**src/rtl/pipe_stage_skid.sv**
```systemverilog
`default_nettype none
// ============================================================================
// Module      : pipe_stage_skid
// Description : Elastic pipeline register stage with a two-entry skid buffer.
//               Carries a WIDTH-bit payload under a valid/ready handshake.
//               in_ready is taken straight from a flop, so a stall travels
//               upstream one stage per cycle with no combinational ready
//               chain. A synchronous flush turns the stage into a bubble.
//
// Ports       : clock        rising-edge clock
//               reset        asynchronous active-high reset
//               in_valid     upstream presents a payload
//               in_ready     stage can accept (registered)
//               in_data      upstream payload [WIDTH]
//               flush        synchronous kill of all held payloads
//               out_valid    main register holds a valid payload
//               out_ready    downstream accepts this cycle
//               out_data     main payload, NOP_VALUE when out_valid=0
//               count        occupancy 0..2
//               stall_cycles cycles with out_valid=1 & out_ready=0
//
// Options     : PIPE_STAGE_STATS_EN - when defined, stall_cycles is a
//               saturating 32-bit counter cleared only by reset; when
//               undefined it is tied to zero and no counter is built.
//
// Revision    : 1.0 - initial release
// ============================================================================
module pipe_stage_skid #(
  parameter int               WIDTH     = 128,
  parameter logic [WIDTH-1:0] NOP_VALUE = {WIDTH{1'b0}}
) (
  input  logic             clock,
  input  logic             reset,
  input  logic             in_valid,
  output logic             in_ready,
  input  logic [WIDTH-1:0] in_data,
  input  logic             flush,
  output logic             out_valid,
  input  logic             out_ready,
  output logic [WIDTH-1:0] out_data,
  output logic [1:0]       count,
  output logic [31:0]      stall_cycles
);

  // Encoding is {skid_v, main_v}; 2'b10 is unreachable.
  typedef enum logic [1:0] {
    ST_EMPTY = 2'b00,
    ST_ONE   = 2'b01,
    ST_FULL  = 2'b11
  } state_t;

  state_t           state_q, state_d;
  logic [WIDTH-1:0] main_data_q, main_data_d;
  logic [WIDTH-1:0] skid_data_q, skid_data_d;
  logic             main_v, skid_v;
  logic             accept, drain;

  assign main_v    = state_q[0];
  assign skid_v    = state_q[1];

  assign in_ready  = ~skid_v;
  assign out_valid = main_v;
  // Stale data registers are hidden behind the bubble encoding.
  assign out_data  = main_v ? main_data_q : NOP_VALUE;
  assign count     = {1'b0, main_v} + {1'b0, skid_v};

  assign accept    = in_valid & in_ready;
  assign drain     = main_v & out_ready;

  always_comb begin
    state_d     = state_q;
    main_data_d = main_data_q;
    skid_data_d = skid_data_q;
    case (state_q)
      ST_EMPTY: begin
        if (accept) begin
          state_d     = ST_ONE;
          main_data_d = in_data;
        end
      end
      ST_ONE: begin
        if (accept && drain) begin
          main_data_d = in_data;
        end else if (accept) begin
          // Downstream stalled: park the newer payload behind main.
          state_d     = ST_FULL;
          skid_data_d = in_data;
        end else if (drain) begin
          state_d     = ST_EMPTY;
        end
      end
      ST_FULL: begin
        // in_ready is low here, so only a drain can move the state.
        if (drain) begin
          state_d     = ST_ONE;
          main_data_d = skid_data_q;
        end
      end
      default: begin
        state_d = ST_EMPTY;
      end
    endcase
    // Flush wins over everything; a same-cycle drain has already been
    // sampled downstream, and a same-cycle accept is simply dropped.
    if (flush) begin
      state_d = ST_EMPTY;
    end
  end

  always_ff @(posedge clock or posedge reset) begin
    if (reset) begin
      state_q     <= ST_EMPTY;
      main_data_q <= '0;
      skid_data_q <= '0;
    end else begin
      state_q     <= state_d;
      main_data_q <= main_data_d;
      skid_data_q <= skid_data_d;
    end
  end

`ifdef PIPE_STAGE_STATS_EN
  logic [31:0] stall_q, stall_d;

  always_comb begin
    stall_d = stall_q;
    if (main_v && !out_ready && (stall_q != 32'hFFFF_FFFF)) begin
      stall_d = stall_q + 32'd1;
    end
  end

  // Flush deliberately does not clear the statistic.
  always_ff @(posedge clock or posedge reset) begin
    if (reset) begin
      stall_q <= 32'h0;
    end else begin
      stall_q <= stall_d;
    end
  end

  assign stall_cycles = stall_q;
`else
  assign stall_cycles = 32'h0;
`endif

endmodule
`default_nettype wire

```
**config.mk**
```make
export PLATFORM = sky130hd
export DESIGN_NAME = pipe_stage_skid
export DESIGN_NICKNAME = d
export VERILOG_FILES = /design/src/rtl/pipe_stage_skid.sv
export SDC_FILE = /design/constraint.sdc
export NUM_CORES = 1
export LEC_CHECK = 0
export CAP_MARGIN = 15
export CORE_MARGIN = 2
export CORE_UTILIZATION = 35
export CTS_CLUSTER_DIAMETER = 30
export DETAILED_ROUTE_END_ITERATION = 6
export DONT_BUFFER_PORTS = 1
export PLACE_DENSITY_LB_ADDON = 0.05
export SYNTH_ARGS = -nofsm -noshare
export SYNTH_HDL_FRONTEND = slang
export SYNTH_SLANG_ARGS = --single-unit
```
**constraint.sdc**
```tcl
create_clock -name clock -period 7.6 [get_ports clock]
set_input_delay 1.14 -clock clock [delete_from_list [all_inputs] [get_ports clock]]
set_output_delay 1.14 -clock clock [all_outputs]
set_load 0.1 [all_outputs]
```
# == Word level (Yosys, flattened, before mapping) ==
# Index checks and enable logic that the tools add are counted.
# totals
out_inout_bits,164
input_bits,133
elab_cells,35
regBits,258
# classes
eq_ne,9
n_bitwise,4
n_addsub,1
n_reduce_logical,6
n_mux,12
# op_table
operator,count
two-way mux 128 bit,4
case mux 128 bit (3 select lines),1
two-way mux 2 bit,6
"!= test 3 bit, second input constant",3
AND reduction 4 bit,2
"!= test 2 bit, second input constant",3
case mux 2 bit (3 select lines),1
"!= test 4 bit, second input constant",1
AND reduction 3 bit,1
nonzero test 3 bit,1
adder 1 x 1 -> 2 bit,1
AND 1 bit,2
"== test 2 x 1 -> 1 bit, second input constant",1
"== test 2 bit, second input constant",1
zero test 2 bit,1
inverter 1 bit,2
logical AND 1 bit,1

# == Logic depth before layout (Yosys ltp) ==
# Gate-level depths: netlist of run 1.
# depth
ltp_word,6
depth_mapped,8
mapped_depth_nobuf,6

# == Worst setup path after synthesis of run 1 ==
# No wires, ideal clock.
# synth_path
kind,flip-flop to output port
start,register state_q[0]
end,output out_data[0]
path_slack_ns,4.154
path_buffers,2
required_time_ns,6.460
stages_incl_launch_ff,4
t_arrival_ns,2.306
path_cell_list,dfrtp_1 clkbuf_1 clkbuf_1 and2_1
# synth_via
elab_chain_len,1
# synth_lines
element,line_no,rtl
"start, declared",52,"state_t state_q, state_d;"
"start signal, assigned",116,state_q <= state_d;
two-way mux 128 bit,64,assign out_data = main_v ? main_data_q : NOP_VALUE;
"end, declared",40,"output logic [WIDTH-1:0] out_data,"
# No other way between the ends.

# == Final worst setup path of run 1 ==
# layout_path
start,register state_q[0]
end,output out_data[30]
# The elaborated chain is that of the path after synthesis.

==> key figures, run 1 <==
Synth
  – Main combinational cell family by area after synthesis: multiplexers
  – Synth Area in Simple Gates: 0.0666
  – Mux cell area share after synthesis: 0.374
  – Avg Cell Area, Syn: 14.5 sq um
  – Synth Area in Adders: 0.00391
  – Seq/Total Area, Yosys: 0.504
  – Compound-Gate Fraction of Synth Area: 0.00264
  – Synthesis Warnings: 0
  – Cell count after synthesis: 883
  – Area contributors post-synth: dfrtp_1 50%, mux2_2 23%, mux2_4 14%
  – Netlist Area Pre-Place: 12800 sq um
  – Post-synth top area share: 0.504
  – Post-synthesis xor/xnor area fraction: 0.000684
  – Post-synth top area cell: dfrtp_1
  – Yosys cell types: 24
  – Flops & latches, synth: 258

Route
  – WL met3: 3040 um
  – Drt initial violations: 211
  – Final wirelength: 30300 um
  – Post-route ant nets: 0
  – Routed met2 length: 14100 um
  – Drt drc: 0
  – Vias: 6948
  – TritonRoute pass-1 iters: 4
  – Via-per-instance ratio: 4.85
  – Drt wl/cell: 21.1 um
  – M1 WL: 12500 um
  – Highest metal used: met4

Final layout
  – Fin area: 15500 sq um
  – Post-route insts no fill: 1434
  – Nets: 1050
  – Area Overhead vs Synth: 21.2%
  – # diodes: 0
  – Fill cell count: 3316
  – Layout cells sized above 1: 0.537

CTS
  – Clock buffer depth: 3
  – Clk Latency, worst-skew pair: 0.55 ns
  – Clk pin slew, worst setup/hold paths: 0.04 ns
  – CTS tree: done
  – CTS Hold Buffers Added: 0
  – Sink Count: 258
  – CTS Root Cell: clkbuf_16
  – Num CTS Buffers: 74
  – Post_cts resized: 0
  – # H-tree levels: 3
  – Post-CTS Repair Setup Buffers: 0

Setup path
  – Worst path required time: 6.46 ns
  – Crit. End Element: output port
  – Buf+Inv Stages, Crit Path: 1
  – Delay-heaviest family, CP: simple AND/OR/NAND/NOR gates
  – Reg2Reg Setup Slack: 3.59 ns
  – Crit-path max cell delay: 0.94 ns
  – CP Class: reg -> out
  – CP Cell Sequence: buf_4, and2_1
  – CP Max Fanout: 71
  – Crit-path slowest cell: and2_1
  – Worst setup path startpoint: state_q[0]$_DFFE_PP0P_
  – Crit path DAT: 3.24 ns
  – R2r startpoint: state_q[1]$_DFFE_PP0P_
  – Crit path launch type: register

Timing
  – Final setup viols: 0
  – Max_slew headroom: 0.295
  – Final worst setup slack: 3.22 ns
  – Post-Route Skew: 0.0111 ns
  – Fin crit share: 0.576
  – Max-slew violations: 0
  – Endpoints failing hold: 0
  – Max Clock Freq: 228 MHz
  – RSZ-0062 raised after global routing: no
  – Final min period: 4.38 ns
  – Least-Margin Pin Slew: 1.06 ns
  – Total Neg Setup Slack: 0 ns

Global route
  – Overall Global Routing Usage: 0.161
  – First-pass GRT wire length: 47600 um
  – Vias in the first global route: 7737
  – Grt total ovfl: 0
  – Antenna violations before repair: 0
  – Largest net degree at the start of global routing: 150

Hold path
  – Worst hold start: main_data_q[54]$_DFFE_PP0P_
  – Type of the tightest min-delay check: reg -> reg

Status
  – Result of the run: complete, no violations

Floorplanning
  – Row count: 70
  – IO Count: 297
  – Die ar.: 38100 sq um
  – Core box area: 36300 sq um
  – Die width: 195 um
  – Starting Density: 0.352
  – Die Ht: 195 um

Placed design
  – Final HPWL DP: 18800 um
  – Dpl ws: 2.96 ns
  – Final GP Congestion: 0.717
  – IO buf count: 0
  – Placed cell areas: 13000 sq um
  – Placed cell count: 1304

Flow run
  – Max-cap violation count: 0
==> cells by family after synthesis <==
| group | Yosys count |
|---|---|
| xor+xnor | 1 |
| simple gates | 137 |
| compound gates | 4 |
| other cells | 1 |
| fa+ha+maj | 4 |
| buf+inv | 92 |
| mux | 386 |
| flops | 258 |
==> cells in the mapped netlist <==
| master | count |
|---|---|
| buf_4 | 32 |
| nand4_1 | 1 |
| mux2i_1 | 1 |
| nor3_1 | 2 |
| a21boi_0 | 1 |
| and2_1 | 128 |
| nand3_1 | 1 |
| buf_2 | 27 |
| inv_1 | 4 |
| mux2_4 | 120 |
| nand2b_4 | 1 |
| xnor2_1 | 1 |
| nor2_1 | 2 |
| mux2_2 | 265 |
| a211o_1 | 1 |
| ha_1 | 4 |
| dfrtp_1 | 258 |
| o21ai_1 | 1 |
| conb_1 | 1 |
| a22oi_2 | 1 |
| buf_6 | 14 |
| nand2b_1 | 1 |
| nand2_1 | 1 |
| clkbuf_1 | 15 |
==> sequential cells by signal (all words and copies together), names as in the netlist <==
| signal | cells |
|---|---|
| skid_data_q | 128 |
| main_data_q | 128 |
| state_q | 2 |
==> layout by cell type, fill, tap and decap left out, drive strengths merged <==
master / netlist / layout
conb: 1 / 32
nor2: 2 / 2
mux2i: 1 / 1
clkinvlp: 0 / 4
and2: 128 / 128
nand4: 1 / 1
nor3: 2 / 2
ha: 4 / 4
bufinv: 0 / 7
a21boi: 1 / 1
dfrtp: 258 / 258
clkinv: 0 / 17
o21ai: 1 / 1
nand2: 1 / 1
xnor2: 1 / 1
inv: 4 / 4
nand3: 1 / 1
clkbuf: 15 / 101
mux2: 385 / 385
a22oi: 1 / 1
buf: 73 / 11
a211o: 1 / 1
nand2b: 2 / 2
==> worst paths after layout <==
path / to / cells past startpoint
setup / recovery: out_data[30] / 2
hold reg to reg: main_data_q[54]$_DFFE_PP0P_ / 1
hold / removal: main_data_q[54]$_DFFE_PP0P_ / 1
min in group asynchronous: skid_data_q[64]$_DFFE_PP0P_ / 1
max in group asynchronous: state_q[0]$_DFFE_PP0P_ / 2
setup reg to reg: main_data_q[60]$_DFFE_PP0P_ / 7
==> metrics by stage <==
step	hold slack [ns]	utilization
after floorplan	0.471	-
after global placement	0.481	0.359
after detailed placement	0.486	0.359
after CTS	0.497	0.426
after global routing	0.510	0.427
final	0.495	0.427
==> layout make-up <==
type | count | area [sq um] | share of cell area
Sequential cell | 258 | 6460 | 0.416
Clock buffer | 101 | 2130 | 0.137
Inverter | 4 | 18.8 | 0.00121
Multi-Input combinational cell | 564 | 5890 | 0.379
Clock inverter | 28 | 338 | 0.0218
Tap cell | 468 | 586 | 0.0377
Timing Repair Buffer | 11 | 108 | 0.00693
==> routing by layer <==
metal	up-vias	global-route usage
met1	3583	0.193
met5	-	0
met3	56	0.0756
met4	0	0.0673
met2	237	0.249
li1	3072	-
Power of run 1 is left out: the tool's default activity adds up to more than one toggle a clock period on the data nets, which glitch-free logic cannot reach.
==> run 2: changes to the inputs <==
==> constraint.sdc (replaced) <==
create_clock -name clock -period 4.3 [get_ports clock]
set_input_delay 0.645 -clock clock [delete_from_list [all_inputs] [get_ports clock]]
set_output_delay 0.645 -clock clock [all_outputs]
set_load 0.1 [all_outputs]
==> key figures, run 2 (synthesized netlist as in run 1, its figures left out) <==
Status
  – Result of the run: complete, no violations

Global route
  – Met1 Use GR: 0.188 (-0.00526)
  – Met2 usage: 0.269 (+0.0197)
  – Overall Global Routing Usage: 0.165 (+0.00371)
  – Antenna violations before repair: 1 (+1)
  – Grt total ovfl: 0 (unchanged)
  – Vias in the first global route: 8380 (+8.3%)
  – Grt peak-use layer: met2
  – First-pass GRT wire length: 48600 um (+2.2%)
  – Met3 Use GR: 0.0737 (-0.00190)
  – Largest net degree at the start of global routing: 88 (-41%)

Final layout
  – Most common cell after layout, fill and taps aside: mux2_2
  – Nets: 1115 (+6.2%)
  – Layout cells sized above 1: 0.570 (+0.0332)
  – Area Overhead vs Synth: 26.6%
  – Commonest cells after routing, fill and taps aside: 265 x mux2_2, 257 x dfrtp_1, 128 x and2_1
  – Top flop regs: main_data_q (128), skid_data_q (128), state_q (2)
  – # diodes: 0 (unchanged)
  – Fin area: 16200 sq um (+4.5%)
  – Fill cell count: 3245 (-2.1%)

CTS
  – Post-CTS Repair Setup Buffers: 0 (unchanged)
  – Sink Count: 258 (unchanged)
  – CTS Root Cell: clkbuf_16
  – CTS tree: done
  – Post_cts resized: 0 (unchanged)
  – Clk Latency, worst-skew pair: 0.59 ns (+0.04 ns)
  – CTS Hold Buffers Added: 0 (unchanged)
  – Clock buffer depth: 3 (unchanged)
  – # H-tree levels: 3 (unchanged)
  – Num CTS Buffers: 75 (+1.4%)
  – Clk pin slew, worst setup/hold paths: 0.05 ns (about the same)

Floorplanning
  – Die width: 195 um (unchanged)
  – Starting Density: 0.352 (unchanged)
  – Die ar.: 38100 sq um (unchanged)
  – Core box area: 36300 sq um (unchanged)
  – Die Ht: 195 um (unchanged)
  – IO Count: 297 (unchanged)
  – Row count: 70 (unchanged)

Timing
  – Total Neg Setup Slack: 0 ns (unchanged)
  – RSZ-0062 raised after global routing: no
  – Max-slew violations: 0 (unchanged)
  – Max Clock Freq: 293 MHz
  – Final setup viols: 0 (unchanged)
  – Post-Route Skew: 0.0376 ns (+0.0265 ns)
  – Max_slew headroom: 0.311 (+0.0156)
  – Least-Margin Pin Slew: 1.04 ns (-0.0236 ns)
  – Final worst setup slack: 0.889 ns (-2.33 ns)
  – Fin crit share: 0.793
  – Final min period: 3.41 ns
  – Endpoints failing hold: 0 (unchanged)
  – Hold slack: 0.136 ns (-0.359 ns)

Setup path
  – Crit-path slowest cell: and2_1
  – CP Max Fanout: 76 (+7.0%)
  – Worst path required time: 3.65 ns (-2.81 ns)
  – Crit. End Element: output port
  – Crit path launch type: register
  – Crit path DAT: 2.77 ns (-0.47 ns)
  – Buf+Inv Stages, Crit Path: 1 (unchanged)
  – Cell count along the critical path: 2 (unchanged)
  – Delay-heaviest family, CP: simple AND/OR/NAND/NOR gates
  – CP Class: reg -> out
  – Crit-path max cell delay: 0.86 ns (-0.08 ns)
  – CP Cell Sequence: buf_12, and2_1
  – R2R depth: 6 (-1)

Placed design
  – IO buf count: 0 (unchanged)
  – Final GP Congestion: 0.719 (+0.31%)
  – Dpl ws: 1.13 ns (-1.83 ns)
  – Final HPWL DP: 19000 um (+1.0%)
  – Placed cell areas: 13600 sq um (+4.3%)

Route
  – Vias: 7263 (+4.5%)
  – Drt drc: 0 (unchanged)
  – Drt initial violations: 175 (-17%)
  – Drt wl/cell: 20.7 um (-2.1%)
  – Post-route ant nets: 0 (unchanged)
  – Via-per-instance ratio: 4.83 (-0.33%)
  – Final wirelength: 31100 um (+2.6%)
  – TritonRoute pass-1 iters: 4 (unchanged)

Flow run
  – Max-cap violation count: 0 (unchanged)

Hold path
  – Type of the tightest min-delay check: in -> async
==> run 2: routing by layer <==
metal	vias up	wire length [um]
met4	2	897
met3	71	2680
met5	-	13
met2	236	14900
met1	3745	12600
li1	3209	-
==> run 2: final cells by class <==
type	instances	area [sq um]	area share
repair buffers	75	651	0.0401
well taps	468	586	0.0361
flip-flops and latches	258	6460	0.398
multi-input cells	564	5890	0.363
clock inverters	36	504	0.0311
clock buffers	99	2110	0.130
inverters	4	18.8	0.00116
==> run 2: final timing paths <==
check	slack, ns	endpoint	start
worst max register to register	1.19	main_data_q[51]$_DFFE_PP0P_	state_q[0]$_DFFE_PP0P_
min in group clock	0.20	skid_data_q[87]$_DFFE_PP0P_	in_data[87]
worst min register to register	0.50	skid_data_q[125]$_DFFE_PP0P_	skid_data_q[125]$_DFFE_PP0P_
max in group asynchronous	2.97	skid_data_q[49]$_DFFE_PP0P_	reset
worst min-delay path	0.14	skid_data_q[87]$_DFFE_PP0P_	reset
worst max-delay path	0.89	out_data[125]	state_q[0]$_DFFE_PP0P_
==> run 2: worst register-to-register path, delay by kind of cell, from the launching register on <==
family,cells,cell delay [ns]
AO/OA/AOI/OAI,1,0.24
buffers and inverters,2,0.95
adder cells (fa/ha/maj),1,0.43
multiplexers,1,0.47
AND/OR/NAND/NOR,1,0.10
flip-flops,1,0.81
==> run 2: metrics by stage <==
stage          utilization  std cells
2_1_floorplan            -        914
3_3_place_gp         0.374       1369
3_5_place_dp         0.374       1369
4_1_cts              0.446       1504
5_1_grt              0.446       1504
6_report             0.446       1504
Power of run 2 is left out for the same reason.
==> run 3: changes to the inputs <==
==> constraint.sdc (replaced) <==
create_clock -name clock -period 3 [get_ports clock]
set_input_delay 0.45 -clock clock [delete_from_list [all_inputs] [get_ports clock]]
set_output_delay 0.45 -clock clock [all_outputs]
set_load 0.1 [all_outputs]
==> key figures, run 3 (synthesized netlist as in run 1, its figures left out) <==
Status
  – Result of the run: complete, no violations

CTS
  – CTS tree: done
  – Num CTS Buffers: 75 (unchanged)
  – Clk pin slew, worst setup/hold paths: 0.04 ns (about the same)
  – Post_cts resized: 0 (unchanged)
  – Sink Count: 258 (unchanged)
  – Clock buffer depth: 3 (unchanged)
  – Post-CTS Repair Setup Buffers: 0 (unchanged)
  – Clk Latency, worst-skew pair: 0.55 ns (-0.04 ns)
  – CTS Root Cell: clkbuf_16
  – # H-tree levels: 3 (unchanged)

Global route
  – First-pass GRT wire length: 50000 um (+2.9%)
  – Largest net degree at the start of global routing: 98 (+11%)
  – Grt total ovfl: 0 (unchanged)
  – Vias in the first global route: 8600 (+2.6%)
  – Overall Global Routing Usage: 0.168 (+0.00318)
  – Antenna violations before repair: 1 (unchanged)

Setup path
  – CP Class: reg -> out
  – Crit path DAT: 2.41 ns (-0.36 ns)
  – Crit path launch type: register
  – Worst path required time: 2.55 ns (-1.10 ns)
  – Crit. End Element: output port
  – Reg2Reg Setup Slack: 0.71 ns (-0.48 ns)
  – R2r startpoint: state_q[0]$_DFFE_PP0P_
  – Worst flop-to-flop path endpoint: main_data_q[127]$_DFFE_PP0P_
  – R2R depth: 6 (unchanged)
  – Worst setup endpoint: count[1]
  – Worst setup path startpoint: state_q[0]$_DFFE_PP0P_
  – CP Max Fanout: 34 (-55%)

Floorplanning
  – Die width: 195 um (unchanged)
  – Row count: 70 (unchanged)
  – Die Ht: 195 um (unchanged)
  – Die ar.: 38100 sq um (unchanged)
  – Core box area: 36300 sq um (unchanged)
  – Starting Density: 0.352 (unchanged)
  – IO Count: 297 (unchanged)

Final layout
  – Layout cells sized above 1: 0.595 (+0.0241)
  – Most common cell after layout, fill and taps aside: mux2_2
  – Fill cell count: 3194 (-1.6%)
  – Multi-input logic area: 5890 sq um (unchanged)
  – Util after Layout: 0.461 (+0.0152)
  – Register Area: 6460 sq um (unchanged)
  – Top flop regs: main_data_q (128), skid_data_q (128), state_q (2)
  – Nets: 1186 (+6.4%)
  – Fin area: 16800 sq um (+3.4%)
  – Commonest cells after routing, fill and taps aside: 265 x mux2_2, 257 x dfrtp_1, 136 x buf_4
  – Area Overhead vs Synth: 30.9%

Route
  – TritonRoute pass-1 iters: 4 (unchanged)
  – Via-per-instance ratio: 4.77 (-1.3%)
  – Drt initial violations: 209 (+19%)
  – Final wirelength: 31400 um (+0.95%)
  – Drt wl/cell: 20.0 um (-3.5%)
  – Highest metal used: met4
  – Post-route ant nets: 0 (unchanged)
  – WL met3: 2570 um (-4.4%)
  – Drt drc: 0 (unchanged)
  – M1 WL: 12700 um (+1.0%)
  – Vias: 7502 (+3.3%)
  – Routed met2 length: 15300 um (+2.7%)

Timing
  – RSZ-0062 raised after global routing: no
  – Endpoints failing hold: 0 (unchanged)
  – Least-Margin Pin Slew: 0.775 ns (-0.265 ns)
  – Max Clock Freq: 350 MHz
  – Final min period: 2.86 ns
  – Fin crit share: 0.952
  – Max_slew headroom: 0.482 (+0.171)
  – Total Neg Setup Slack: 0 ns (unchanged)
  – Max-slew violations: 0 (unchanged)
  – Post-Route Skew: 0.0122 ns (-0.0254 ns)
  – Final setup viols: 0 (unchanged)

Hold path
  – Type of the tightest min-delay check: in -> reg
  – Worst hold start: in_data[87]

Flow run
  – Max-cap violation count: 0 (unchanged)

Placed design
  – Final HPWL DP: 19500 um (+2.5%)
  – Final GP Congestion: 0.709 (-1.3%)
  – Placed cell areas: 14200 sq um (+4.0%)
  – IO buf count: 0 (unchanged)
-- run 3: layer usage --
layer,up-vias,GRT usage
met4,0,0.0659
met2,249,0.279
met5,-,0
met1,3838,0.194
li1,3354,-
met3,61,0.0687
-- run 3: how the worst min path moves through the flow --
stage / to / slack, ns / cells past startpoint
after global routing: skid_data_q[87]$_DFFE_PP0P_ / 0.002 / 1
final: skid_data_q[87]$_DFFE_PP0P_ / 0.04 / 1
after CTS: skid_data_q[87]$_DFFE_PP0P_ / 0.003 / 1
after floorplan: main_data_q[112]$_DFFE_PP0P_ / 0.47 / 1
after detailed placement: main_data_q[52]$_DFFE_PP0P_ / 0.49 / 1
after global placement: main_data_q[63]$_DFFE_PP0P_ / 0.48 / 1
-- run 3: worst max-delay path, stage by stage (launching register included) --
cell and delay (ns):
dfrtp_4 0.45, buf_4 0.34, ha_4 0.25, buf_4 0.42, buf_4 0.38
-- run 3: layout make-up --
cell class / instances / area share
sequential: 258 / 0.385
multi-input combinational: 564 / 0.351
clock buffer: 107 / 0.134
timing repair buffer: 146 / 0.0722
tap: 468 / 0.0349
clock inverter: 26 / 0.0214
inverter: 4 / 0.00112
antenna: 1 / 0.000149
-- run 3: stage by stage --
step | setup slack (ns) | hold WS, ns | std cells
floorplan | -0.850 | 0.471 | 914
global placement | 0.715 | 0.481 | 1439
detailed placement | 0.678 | 0.485 | 1439
CTS | 0.0633 | 0.00330 | 1573
global route | 0.00940 | 0.00171 | 1573
finish | 0.144 | 0.0379 | 1574
-- run 3: timing repair --
action | CTS | global route
setup endpoints to repair | 0 | 0
hold endpoints to repair | 26 | 0
hold buffers | 1 | 0
Power of run 3 is left out for the same reason.
